==> config.mk <==
export PLATFORM = sky130hd
export DESIGN_NAME = mult_sequencer_flat
export DESIGN_NICKNAME = d
export VERILOG_FILES = /design/src/rtl/mult_pkg.sv /design/src/rtl/mult_sequencer_if.sv /design/src/rtl/mult_addsub9.sv /design/src/rtl/mult_sequencer.sv /design/src/flat_wrapper.sv
export SDC_FILE = /design/constraint.sdc
export NUM_CORES = 1
export LEC_CHECK = 0
export BUFFER_PORTS_ARGS = -buffer_cell sky130_fd_sc_hd__buf_2
export CORE_UTILIZATION = 30
export CTS_CLUSTER_DIAMETER = 200
export DETAILED_ROUTE_END_ITERATION = 12
export GPL_ROUTABILITY_DRIVEN = 0
export PLACE_DENSITY = 0.46
export REMOVE_ABC_BUFFERS = 1
export SETUP_SLACK_MARGIN = 0.5
export SYNTH_ARGS = -nofsm -noshare
export SYNTH_HDL_FRONTEND = slang
export SYNTH_SLANG_ARGS = --single-unit
==> constraint.sdc <==
create_clock -name Clk -period 4.7 [get_ports Clk]
set_input_delay 0.47 -clock Clk [delete_from_list [all_inputs] [get_ports Clk]]
set_output_delay 0.47 -clock Clk [all_outputs]
set_load 0.01 [all_outputs]
==> src/rtl/mult_pkg.sv <==
// Shared types and sizing for the 8-bit signed shift-add multiplier.
package mult_pkg;
    localparam int WIDTH      = 8;
    localparam int ITERATIONS = 8;
    localparam int LAST_ITER  = ITERATIONS - 1;
    localparam int ITER_W     = $clog2(ITERATIONS);

    typedef enum logic [1:0] {IDLE, ADD, SHIFT, HOLD} state_t;
endpackage

==> src/rtl/mult_sequencer_if.sv <==
// Start/busy/done handshake plus operand and result bus of the multiplier.
interface mult_sequencer_if;
    import mult_pkg::*;

    logic                   start;
    logic [WIDTH-1:0]       multiplicand;
    logic [WIDTH-1:0]       multiplier;
    logic                   busy;
    logic                   done;
    logic [2*WIDTH-1:0]     product;
    logic                   x_sign;

    modport master (output start, multiplicand, multiplier,
                    input  busy, done, product, x_sign);
    modport slave  (input  start, multiplicand, multiplier,
                    output busy, done, product, x_sign);
endinterface

==> src/rtl/mult_addsub9.sv <==
// Combinational 9-bit ripple add/subtract of two sign-extended 8-bit operands.
module mult_addsub9
    import mult_pkg::*;
(
    input  logic [WIDTH-1:0] a,
    input  logic [WIDTH-1:0] b,
    input  logic             sub,
    output logic [WIDTH:0]   sum
);
    logic [WIDTH:0] op_a;
    logic [WIDTH:0] op_b;
    logic [WIDTH:0] carry;

    assign op_a     = {a[WIDTH-1], a};
    assign op_b     = {b[WIDTH-1], b} ^ {(WIDTH+1){sub}};
    assign carry[0] = sub;

    // Carry out of the top bit is dropped, so no stage computes it.
    for (genvar i = 0; i <= WIDTH; i++) begin : g_fa
        assign sum[i] = op_a[i] ^ op_b[i] ^ carry[i];
        if (i < WIDTH) begin : g_carry
            assign carry[i+1] = (op_a[i] & op_b[i]) | (carry[i] & (op_a[i] ^ op_b[i]));
        end
    end
endmodule

==> src/rtl/mult_sequencer.sv <==
// FSM that steps X:A:B through eight add/shift iterations; the last add subtracts.
module mult_sequencer
    import mult_pkg::*;
(
    input  logic             Clk,
    input  logic             Reset_n,
    mult_sequencer_if.slave  bus
);
    state_t              state_q;
    logic                x_q;
    logic [WIDTH-1:0]    a_q;
    logic [WIDTH-1:0]    b_q;
    logic [WIDTH-1:0]    s_q;
    logic [ITER_W-1:0]   iter_q;
    logic                busy_q;
    logic                done_q;

    logic                last_iter;
    logic [WIDTH:0]      sum_d;

    assign last_iter = (iter_q == ITER_W'(LAST_ITER));

    // Multiplier MSB carries negative weight, so its partial product is subtracted.
    mult_addsub9 u_addsub (
        .a   (a_q),
        .b   (s_q),
        .sub (last_iter),
        .sum (sum_d)
    );

    always_ff @(posedge Clk or negedge Reset_n) begin
        if (!Reset_n) begin
            state_q <= IDLE;
            x_q     <= 1'b0;
            a_q     <= '0;
            b_q     <= '0;
            s_q     <= '0;
            iter_q  <= '0;
            busy_q  <= 1'b0;
            done_q  <= 1'b0;
        end else begin
            unique case (state_q)
                IDLE: if (bus.start) begin
                    x_q     <= 1'b0;
                    a_q     <= '0;
                    b_q     <= bus.multiplier;
                    s_q     <= bus.multiplicand;
                    iter_q  <= '0;
                    busy_q  <= 1'b1;
                    state_q <= ADD;
                end
                ADD: begin
                    if (b_q[0]) {x_q, a_q} <= sum_d;
                    state_q <= SHIFT;
                end
                SHIFT: begin
                    a_q    <= {x_q, a_q[WIDTH-1:1]};
                    b_q    <= {a_q[0], b_q[WIDTH-1:1]};
                    iter_q <= iter_q + ITER_W'(1);
                    if (last_iter) begin
                        busy_q  <= 1'b0;
                        done_q  <= 1'b1;
                        state_q <= HOLD;
                    end else begin
                        state_q <= ADD;
                    end
                end
                // A held-high start must drop before another operation is accepted.
                HOLD: if (!bus.start) begin
                    done_q  <= 1'b0;
                    state_q <= IDLE;
                end
                default: state_q <= IDLE;
            endcase
        end
    end

    assign bus.busy    = busy_q;
    assign bus.done    = done_q;
    assign bus.product = {a_q, b_q};
    assign bus.x_sign  = x_q;
endmodule

==> src/flat_wrapper.sv <==
// flat-port wrapper written by rule: the top's interface ports become plain ports
module mult_sequencer_flat import mult_pkg::*;
  (Clk, Reset_n, bus_start, bus_multiplicand, bus_multiplier, bus_busy, bus_done, bus_product, bus_x_sign);
  mult_sequencer_if bus_i ();
  input  logic Clk;
  input  logic Reset_n;
  input wire logic [$bits(bus_i.start)-1:0] bus_start;
  input wire logic [$bits(bus_i.multiplicand)-1:0] bus_multiplicand;
  input wire logic [$bits(bus_i.multiplier)-1:0] bus_multiplier;
  output wire logic [$bits(bus_i.busy)-1:0] bus_busy;
  output wire logic [$bits(bus_i.done)-1:0] bus_done;
  output wire logic [$bits(bus_i.product)-1:0] bus_product;
  output wire logic [$bits(bus_i.x_sign)-1:0] bus_x_sign;
  assign bus_i.start = bus_start;
  assign bus_i.multiplicand = bus_multiplicand;
  assign bus_i.multiplier = bus_multiplier;
  assign bus_busy = bus_i.busy;
  assign bus_done = bus_i.done;
  assign bus_product = bus_i.product;
  assign bus_x_sign = bus_i.x_sign;
  mult_sequencer u_core (.Clk(Clk), .Reset_n(Reset_n), .bus(bus_i));
endmodule
==> flow_metrics.py, run 1 <==
metrics = {
    "worst_setup_path": {
        "crit_arrival_ns": 4.08,
        "cp_cell_sequence": "ha_1 > ha_1 > xor2_1 > fa_1 > inv_1 > fa_1 > fa_1 > inv_1 > fa_1 > fa_1 > inv_1 > fa_1 > fa_1 > nand2b_1 > a21oi_1 > mux2_2",
        "crit_path_max_fanout": 4,
        "crit_slowest_cell": "fa_1",
        "r2r-end": "u_core.a_q[7]$_DFFE_PN0P_",
        "critPathRequiredTime_ns": 4.88,
        "critPathKind": "flop to flop",
        "ff2ff_path_depth": 16,
        "reg2reg_setup_slack_ns": 0.80,
        "endpoint": "u_core.a_q[7]$_DFFE_PN0P_",
        "crit_start": "u_core.iter_q[0]$_DFFE_PN0P_",
        "r2r_start": "u_core.iter_q[0]$_DFFE_PN0P_",
        "worstSetupStartpointType": "flop",
        "cpMostUsedCell": "fa_1",
        "worstSetupEndpointType": "flop",
        "max_stage_delay_ns": 0.48,
    },
    "grt": {
        "grt_pass1_wl_um": 7200,
        "grt_use_total_pct": 14.8,
        "gr-total-overflow": 0,
        "grt_start_max_net_pins": 33,
        "antenna_found_initial": 0,
        "grt_pass1_vias": 1443,
    },
    "power_and_ir_drop": {
        "internal_power_mw": 0.840,
        "sequentialPowerShare_pct": 34.8,
        "ir_drop_mv": 0.255,
        "p_per_area_nw_per_um2": 642,
        "p_comb_share_pct": 49.7,
        "clkPwrFrac_pct": 15.5,
        "power_leakage_nw": 1.04,
        "switchingPower_mw": 0.597,
        "swShare_pct": 41.5,
    },
    "sta": {
        "maxSlewViolCount": 0,
        "worst_pin_slew_ns": 0.843,
        "finalSetupTns_ns": 0,
        "final_hold_viol_count": 0,
        "min_period_ns": 3.90,
        "slew_headroom_pct": 43.8,
        "min_period_over_period_pct": 83.0,
        "rsz0062_at_grt": "no",
        "fmax_mhz": 256,
        "setup_viol": 0,
        "fin_skew_ns": 0.00822,
    },
    "detailed_routing": {
        "via_per_inst": 4.99,
        "wl_per_cell_um": 14.8,
        "routed-via-count": 1431,
        "wl_um": 4240,
        "firstDrtPassIters": 4,
        "drtAntennaViolNets": 0,
        "drtIter0Drc": 52,
        "drc": 0,
    },
    "cells_and_area": {
        "final_common_cell": "buf_2",
        "drive_gt1_share_pct": 30.2,
        "fillCellCount": 634,
        "layout_common_cells": "37 x buf_2, 32 x dfrtp_1, 17 x a21oi_1",
        "layoutNonFillerInstCount": 287,
        "diodes": 0,
        "nets": 245,
        "post-route-util_pct": 37.2,
        "area_delta_synth_final_pct": 17.7,
        "design_area_um2": 2240,
    },
    "cts": {
        "cts_made_buffers": 5,
        "h-tree-depth": 2,
        "clkLatencyLatePin_ns": 0.29,
        "hold_buffers": 0,
        "cts_tree": "yes",
        "cts-root-buf": "clkbuf_8",
        "clkTransAtPathRegs_ns": 0.07,
        "ctsLongestPathBuffers": 2,
        "cts_setup_buffers": 0,
        "cts_sinks": 32,
    },
    "floorplanning": {
        "dieArea_um2": 6670,
        "ioPinCount": 38,
        "fp.dieW_um": 81.6,
        "coreArea_um2": 6030,
        "start_util_pct": 31.6,
        "core.rowCount": 28,
        "chipHeight_um": 81.6,
    },
    "place": {
        "hpwl_um": 2870,
        "port_buffers": 37,
        "dp_cells": 279,
        "place_area_um2": 2150,
    },
    "worst_hold_path": {
        "min_path_type": "primary input to async pin",
    },
    "outcome": {
        "status": "finished clean",
    },
    "yosys": {
        "async_flop_share_pct": 100,
        "synth_seq_cells": 32,
        "synthesis.area_um2": 1900,
        "synth_warnings": 0,
        "synth_cell_type_count": 31,
        "ys_seq_area_share_pct": 42.1,
        "synthFlopType": "dfrtp_1",
        "synth-edff-count": 0,
        "synth_cells": 175,
        "avgSynthCellArea_um2": 10.9,
    },
    "job": {
        "drv_cap": 0,
    },
}
[Yosys cell counts (3+ instances only)]
| cell type | instances | area, um^2 |
|---|---|---|
| a21oi_1 | 17 | 85.1 |
| a221o_1 | 9 | 90.1 |
| a22oi_1 | 3 | 22.5 |
| buf_2 | 4 | 20.0 |
| clkbuf_1 | 4 | 15.0 |
| dfrtp_1 | 32 | 801 |
| fa_1 | 7 | 140 |
| ha_1 | 8 | 100 |
| inv_1 | 12 | 45.0 |
| mux2_2 | 16 | 180 |
| nand2_1 | 8 | 30.0 |
| nand2b_1 | 13 | 81.3 |
| nand3_1 | 10 | 50.1 |
| nor2_1 | 3 | 11.3 |
| o21ai_0 | 6 | 30.0 |
| xnor2_1 | 3 | 26.3 |
| xor2_1 | 4 | 35.0 |
[area by class of cell]
type / instances / area, um^2 / share of cell area [%]
clock buffers: 6 / 82.6 / 3.69
clock inverters: 2 / 10.0 / 0.447
inverters: 12 / 45.0 / 2.01
multi-input cells: 122 / 1010 / 45.3
flip-flops and latches: 32 / 801 / 35.8
well taps: 75 / 93.8 / 4.19
repair buffers: 38 / 193 / 8.60
[how the worst min path moves through the flow]
stage | slack (ns) | endpoint | startpoint
3_5_place_dp | 0.49 | u_core.iter_q[2]$_DFFE_PN0P_ | u_core.iter_q[2]$_DFFE_PN0P_
4_1_cts | 0.27 | u_core.b_q[4]$_DFFE_PN0P_ | Reset_n
6_report | 0.24 | u_core.b_q[4]$_DFFE_PN0P_ | Reset_n
2_1_floorplan | 0.17 | u_core.a_q[0]$_DFFE_PN0P_ | Reset_n
3_3_place_gp | 0.50 | u_core.iter_q[1]$_DFFE_PN0P_ | u_core.iter_q[1]$_DFFE_PN0P_
5_1_grt | 0.31 | u_core.b_q[4]$_DFFE_PN0P_ | Reset_n
[per-layer routing]
metal	vias to the layer above	global-route usage [%]	share of wire, %
met5	-	0	0
met4	0	6.32	2.0
met3	7	3.67	5.1
met2	40	23.3	44
met1	696	19.3	49
li1	688	-	-
[flip-flops by register name, summed over array words and instances, names as in the netlist]
signal             flops
u_core.bus.done        1
u_core.bus.x_sign      1
u_core.state_q         2
u_core.iter_q          3
u_core.bus.busy        1
u_core.a_q             8
u_core.s_q             8
u_core.b_q             8
[cells by family (layout without fill, tap and decap cells)]
family	after synthesis	after routing	share of synthesized area, %
AND/OR/NAND/NOR	40	40	12.2
adder cells (fa/ha/maj)	15	15	12.6
AO/OA/AOI/OAI	43	43	15.3
multiplexers	17	17	9.99
XOR/XNOR	7	7	3.22
flip-flops	32	32	42.1
buffers and inverters	21	58	4.60
[power groups by stage]
stage / clock, mW / combinational (mW) / sequential (mW)
6_report: 0.223 / 0.715 / 0.500
5_1_grt: 0.246 / 0.826 / 0.521
4_1_cts: 0.233 / 0.726 / 0.501
3_5_place_dp: 0 / 0.724 / 0.506
3_3_place_gp: 0 / 0.733 / 0.508
2_1_floorplan: 0 / 0.509 / 0.502
[repair_timing]
item,CTS,global route
endpoints found under the setup margin,0,2
gates resized for setup,0,1
hold endpoints to repair,0,0
[metrics by stage]
stage / total power, mW / worst slack [ns] / hold slack (ns)
after CTS: 1.46 / 0.720 / 0.274
final: 1.44 / 0.798 / 0.238
after detailed placement: 1.23 / 0.746 / 0.491
after floorplan: 1.01 / 0.804 / 0.174
after global placement: 1.24 / 0.818 / 0.499
after global routing: 1.59 / 0.505 / 0.308
[critical path, delay by kind of cell, from the launching register on]
family,cells,cell delay [ns]
mux,1,0.26
simple gates,1,0.09
buf+inv,3,0.18
compound gates,1,0.06
fa+ha+maj,9,2.59
xor+xnor,1,0.22
flops,1,0.38
Note: power is estimated with default switching activity, not from simulation.
==> run 2: changes to the inputs <==
--- a/config.mk
+++ b/config.mk
@@ -10,7 +10,7 @@
 export CTS_CLUSTER_DIAMETER = 200
 export DETAILED_ROUTE_END_ITERATION = 12
 export GPL_ROUTABILITY_DRIVEN = 0
-export PLACE_DENSITY = 0.46
+export PLACE_DENSITY = 0.47
 export REMOVE_ABC_BUFFERS = 1
 export SETUP_SLACK_MARGIN = 0.5
 export SYNTH_ARGS = -nofsm -noshare
==> constraint.sdc (replaced) <==
create_clock -name Clk -period 3.3 [get_ports Clk]
set_input_delay 0.33 -clock Clk [delete_from_list [all_inputs] [get_ports Clk]]
set_output_delay 0.33 -clock Clk [all_outputs]
set_load 0.01 [all_outputs]
==> run 2 against run 1 <==
  * The run now ends with setup timing left
  * Fmax is 7.5% higher
  * Setup slack worse by 1.1 ns
  * Largest power group unchanged
  * Global-route usage is 0.12 points lower
==> flow_metrics.py, run 2 (synthesized netlist as in run 1, its figures left out) <==
metrics = {
    "outcome": {
        "status": "finished, violations left",
        "violations": "setup timing",
    },
    "detailed_routing": {
        "drtAntennaViolNets": 0,
        "drc": 0,
        "drtIter0Drc": 54,
        "routed-via-count": 1448,
        "wl_um": 4210,
        "wl_per_cell_um": 14.2,
        "firstDrtPassIters": 4,
        "via_per_inst": 4.88,
    },
    "cts": {
        "cts_made_buffers": 5,
        "clkTransAtPathRegs_ns": 0.07,
        "clkLatencyLatePin_ns": 0.29,
        "hold_buffers": 0,
        "ctsLongestPathBuffers": 2,
        "h-tree-depth": 2,
        "cts_tree": "yes",
        "cts_sinks": 32,
        "cts-root-buf": "clkbuf_8",
    },
    "grt": {
        "grt_start_max_net_pins": 33,
        "antenna_found_initial": 0,
        "grt_pass1_wl_um": 7070,
        "grt_util_met3_pct": 3.44,
        "use_met1_pct": 19.8,
        "gr-total-overflow": 0,
        "use_met2_pct": 21.9,
        "grt_pass1_vias": 1411,
        "grt_use_total_pct": 14.7,
        "top_usage_layer": "met2",
    },
    "worst_setup_path": {
        "crit_path_max_fanout": 4,
        "cpMostUsedCell": "fa_2",
        "critPathKind": "flop to flop",
        "crit_slowest_cell": "fa_1",
        "worstSetupStartpointType": "flop",
        "path_delay_family": "adder cells",
        "cp_cell_sequence": "ha_2 > ha_4 > inv_2 > o21ai_2 > fa_2 > inv_2 > fa_2 > fa_2 > inv_2 > fa_2 > fa_2 > inv_2 > fa_2 > fa_1 > nand2b_1 > a21oi_1 > mux2_4",
        "critPathRequiredTime_ns": 3.47,
        "max_stage_delay_ns": 0.47,
        "crit_arrival_ns": 3.80,
        "worstSetupEndpointType": "flop",
        "worst-path-buf-inv": 4,
    },
    "sta": {
        "worst_pin_slew_ns": 0.849,
        "slew_headroom_pct": 43.3,
        "maxSlewViolCount": 0,
        "fmax_mhz": 276,
        "rsz0062_at_grt": "yes",
        "final_hold_viol_count": 0,
        "hold_ws_ns": 0.0845,
        "min_period_over_period_pct": 110,
        "fin_skew_ns": 0.00803,
        "worst_slack_ns": -0.329,
        "setup_viol": 3,
        "min_period_ns": 3.63,
    },
    "cells_and_area": {
        "area_delta_synth_final_pct": 25.0,
        "top_regs": "u_core.a_q x8, u_core.b_q x8, u_core.s_q x8",
        "layout_common_cells": "37 x buf_2, 32 x dfrtp_1, 16 x a21oi_1",
        "fillCellCount": 621,
        "nets": 255,
        "final_common_cell": "buf_2",
        "design_area_um2": 2380,
        "layoutNonFillerInstCount": 297,
        "multi_input_area_um2": 1080,
        "diodes": 0,
        "drive_gt1_share_pct": 39.6,
        "seq_area_um2": 801,
    },
    "power_and_ir_drop": {
        "power_leakage_nw": 1.09,
        "ir_drop_mv": 0.331,
        "p_per_area_nw_per_um2": 911,
        "power_mw": 2.17,
    },
    "floorplanning": {
        "dieArea_um2": 6670,
        "ioPinCount": 38,
        "fp.dieW_um": 81.6,
        "start_util_pct": 31.6,
        "coreArea_um2": 6030,
        "core.rowCount": 28,
        "chipHeight_um": 81.6,
    },
    "place": {
        "port_buffers": 37,
        "place_area_um2": 2200,
        "hpwl_um": 2820,
        "dp_cells": 286,
    },
    "worst_hold_path": {
        "min_path_type": "primary input to async pin",
    },
    "job": {
        "drv_cap": 0,
    },
}
-- run 2: cell count changes in the layout (fill, tap and decap cells not counted), moves of 4 or more --
| cell | previous run | this run |
|---|---|---|
| fa_2 | 0 | 6 |
| fa_1 | 7 | 1 |
| inv_2 | 0 | 4 |
| mux2_2 | 16 | 12 |
| mux2_4 | 0 | 4 |
| buf_4 | 1 | 11 |
| inv_1 | 12 | 8 |
-- run 2: through the flow --
| stage | utilization, % | worst slack, ns | TNS [ns] |
|---|---|---|---|
| 6_report | 39.5 | -0.329 | -0.660 |
| 5_1_grt | 39.5 | -0.496 | -1.14 |
| 4_1_cts | 39.3 | -0.359 | -0.750 |
| 3_5_place_dp | 36.5 | -0.650 | -1.66 |
| 3_3_place_gp | 36.5 | -0.564 | -1.38 |
| 2_1_floorplan | - | -0.596 | -1.44 |
-- run 2: path summary, 6_finish.rpt --
path	from	endpoint	slack [ns]	cells past startpoint
max	u_core.iter_q[0]$_DFFE_PN0P_	u_core.a_q[7]$_DFFE_PN0P_	-0.33	17
max reg2reg	u_core.iter_q[0]$_DFFE_PN0P_	u_core.a_q[7]$_DFFE_PN0P_	-0.33	17
min	Reset_n	u_core.b_q[6]$_DFFE_PN0P_	0.08	1
min in group Clk	bus_multiplicand[7]	u_core.s_q[7]$_DFFE_PN0P_	0.27	2
max in group asynchronous	Reset_n	u_core.iter_q[0]$_DFFE_PN0P_	2.73	1
min reg2reg	u_core.iter_q[1]$_DFFE_PN0P_	u_core.iter_q[1]$_DFFE_PN0P_	0.51	1
-- run 2: layout make-up --
type                       count  area share [%]
inverter                      12            1.89
clock buffer                   8            3.79
sequential                    32            33.6
tap                           75            3.94
multi-input combinational    122            45.5
timing repair buffer          48            11.3
-- run 2: timing repair --
action                     CTS  global route
resized for setup           21             1
hold endpoints to repair     0             0
setup buffers                2             1
setup endpoints to repair    5             5
pin swaps                    8             1
cloned                       0             0
-- run 2: power by group --
| group | total (mW) | internal, mW | switching [mW] |
|---|---|---|---|
| Clock | 0.311 | 0.170 | 0.141 |
| Sequential | 0.705 | 0.552 | 0.152 |
| Combinational | 1.15 | 0.568 | 0.585 |
| Total | 2.17 | 1.29 | 0.879 |
-- run 2: worst reg2reg max path, cell delays in order, from the launching register on --
cell	delay, ns
dfrtp_1	0.35
ha_2	0.19
ha_4	0.16
inv_2	0.04
o21ai_2	0.14
fa_2	0.22
inv_2	0.04
fa_2	0.33
fa_2	0.34
inv_2	0.06
fa_2	0.19
fa_2	0.19
inv_2	0.04
fa_2	0.33
fa_1	0.47
nand2b_1	0.09
a21oi_1	0.07
mux2_4	0.26
-- run 2: per-layer routing --
metal / share of wire (%) / vias up / wire, um
li1: - / 708 / -
met1: 50 / 690 / 2100
met2: 43 / 42 / 1800
met3: 5.1 / 8 / 215
met4: 2.2 / 0 / 92
met5: 0 / - / 0
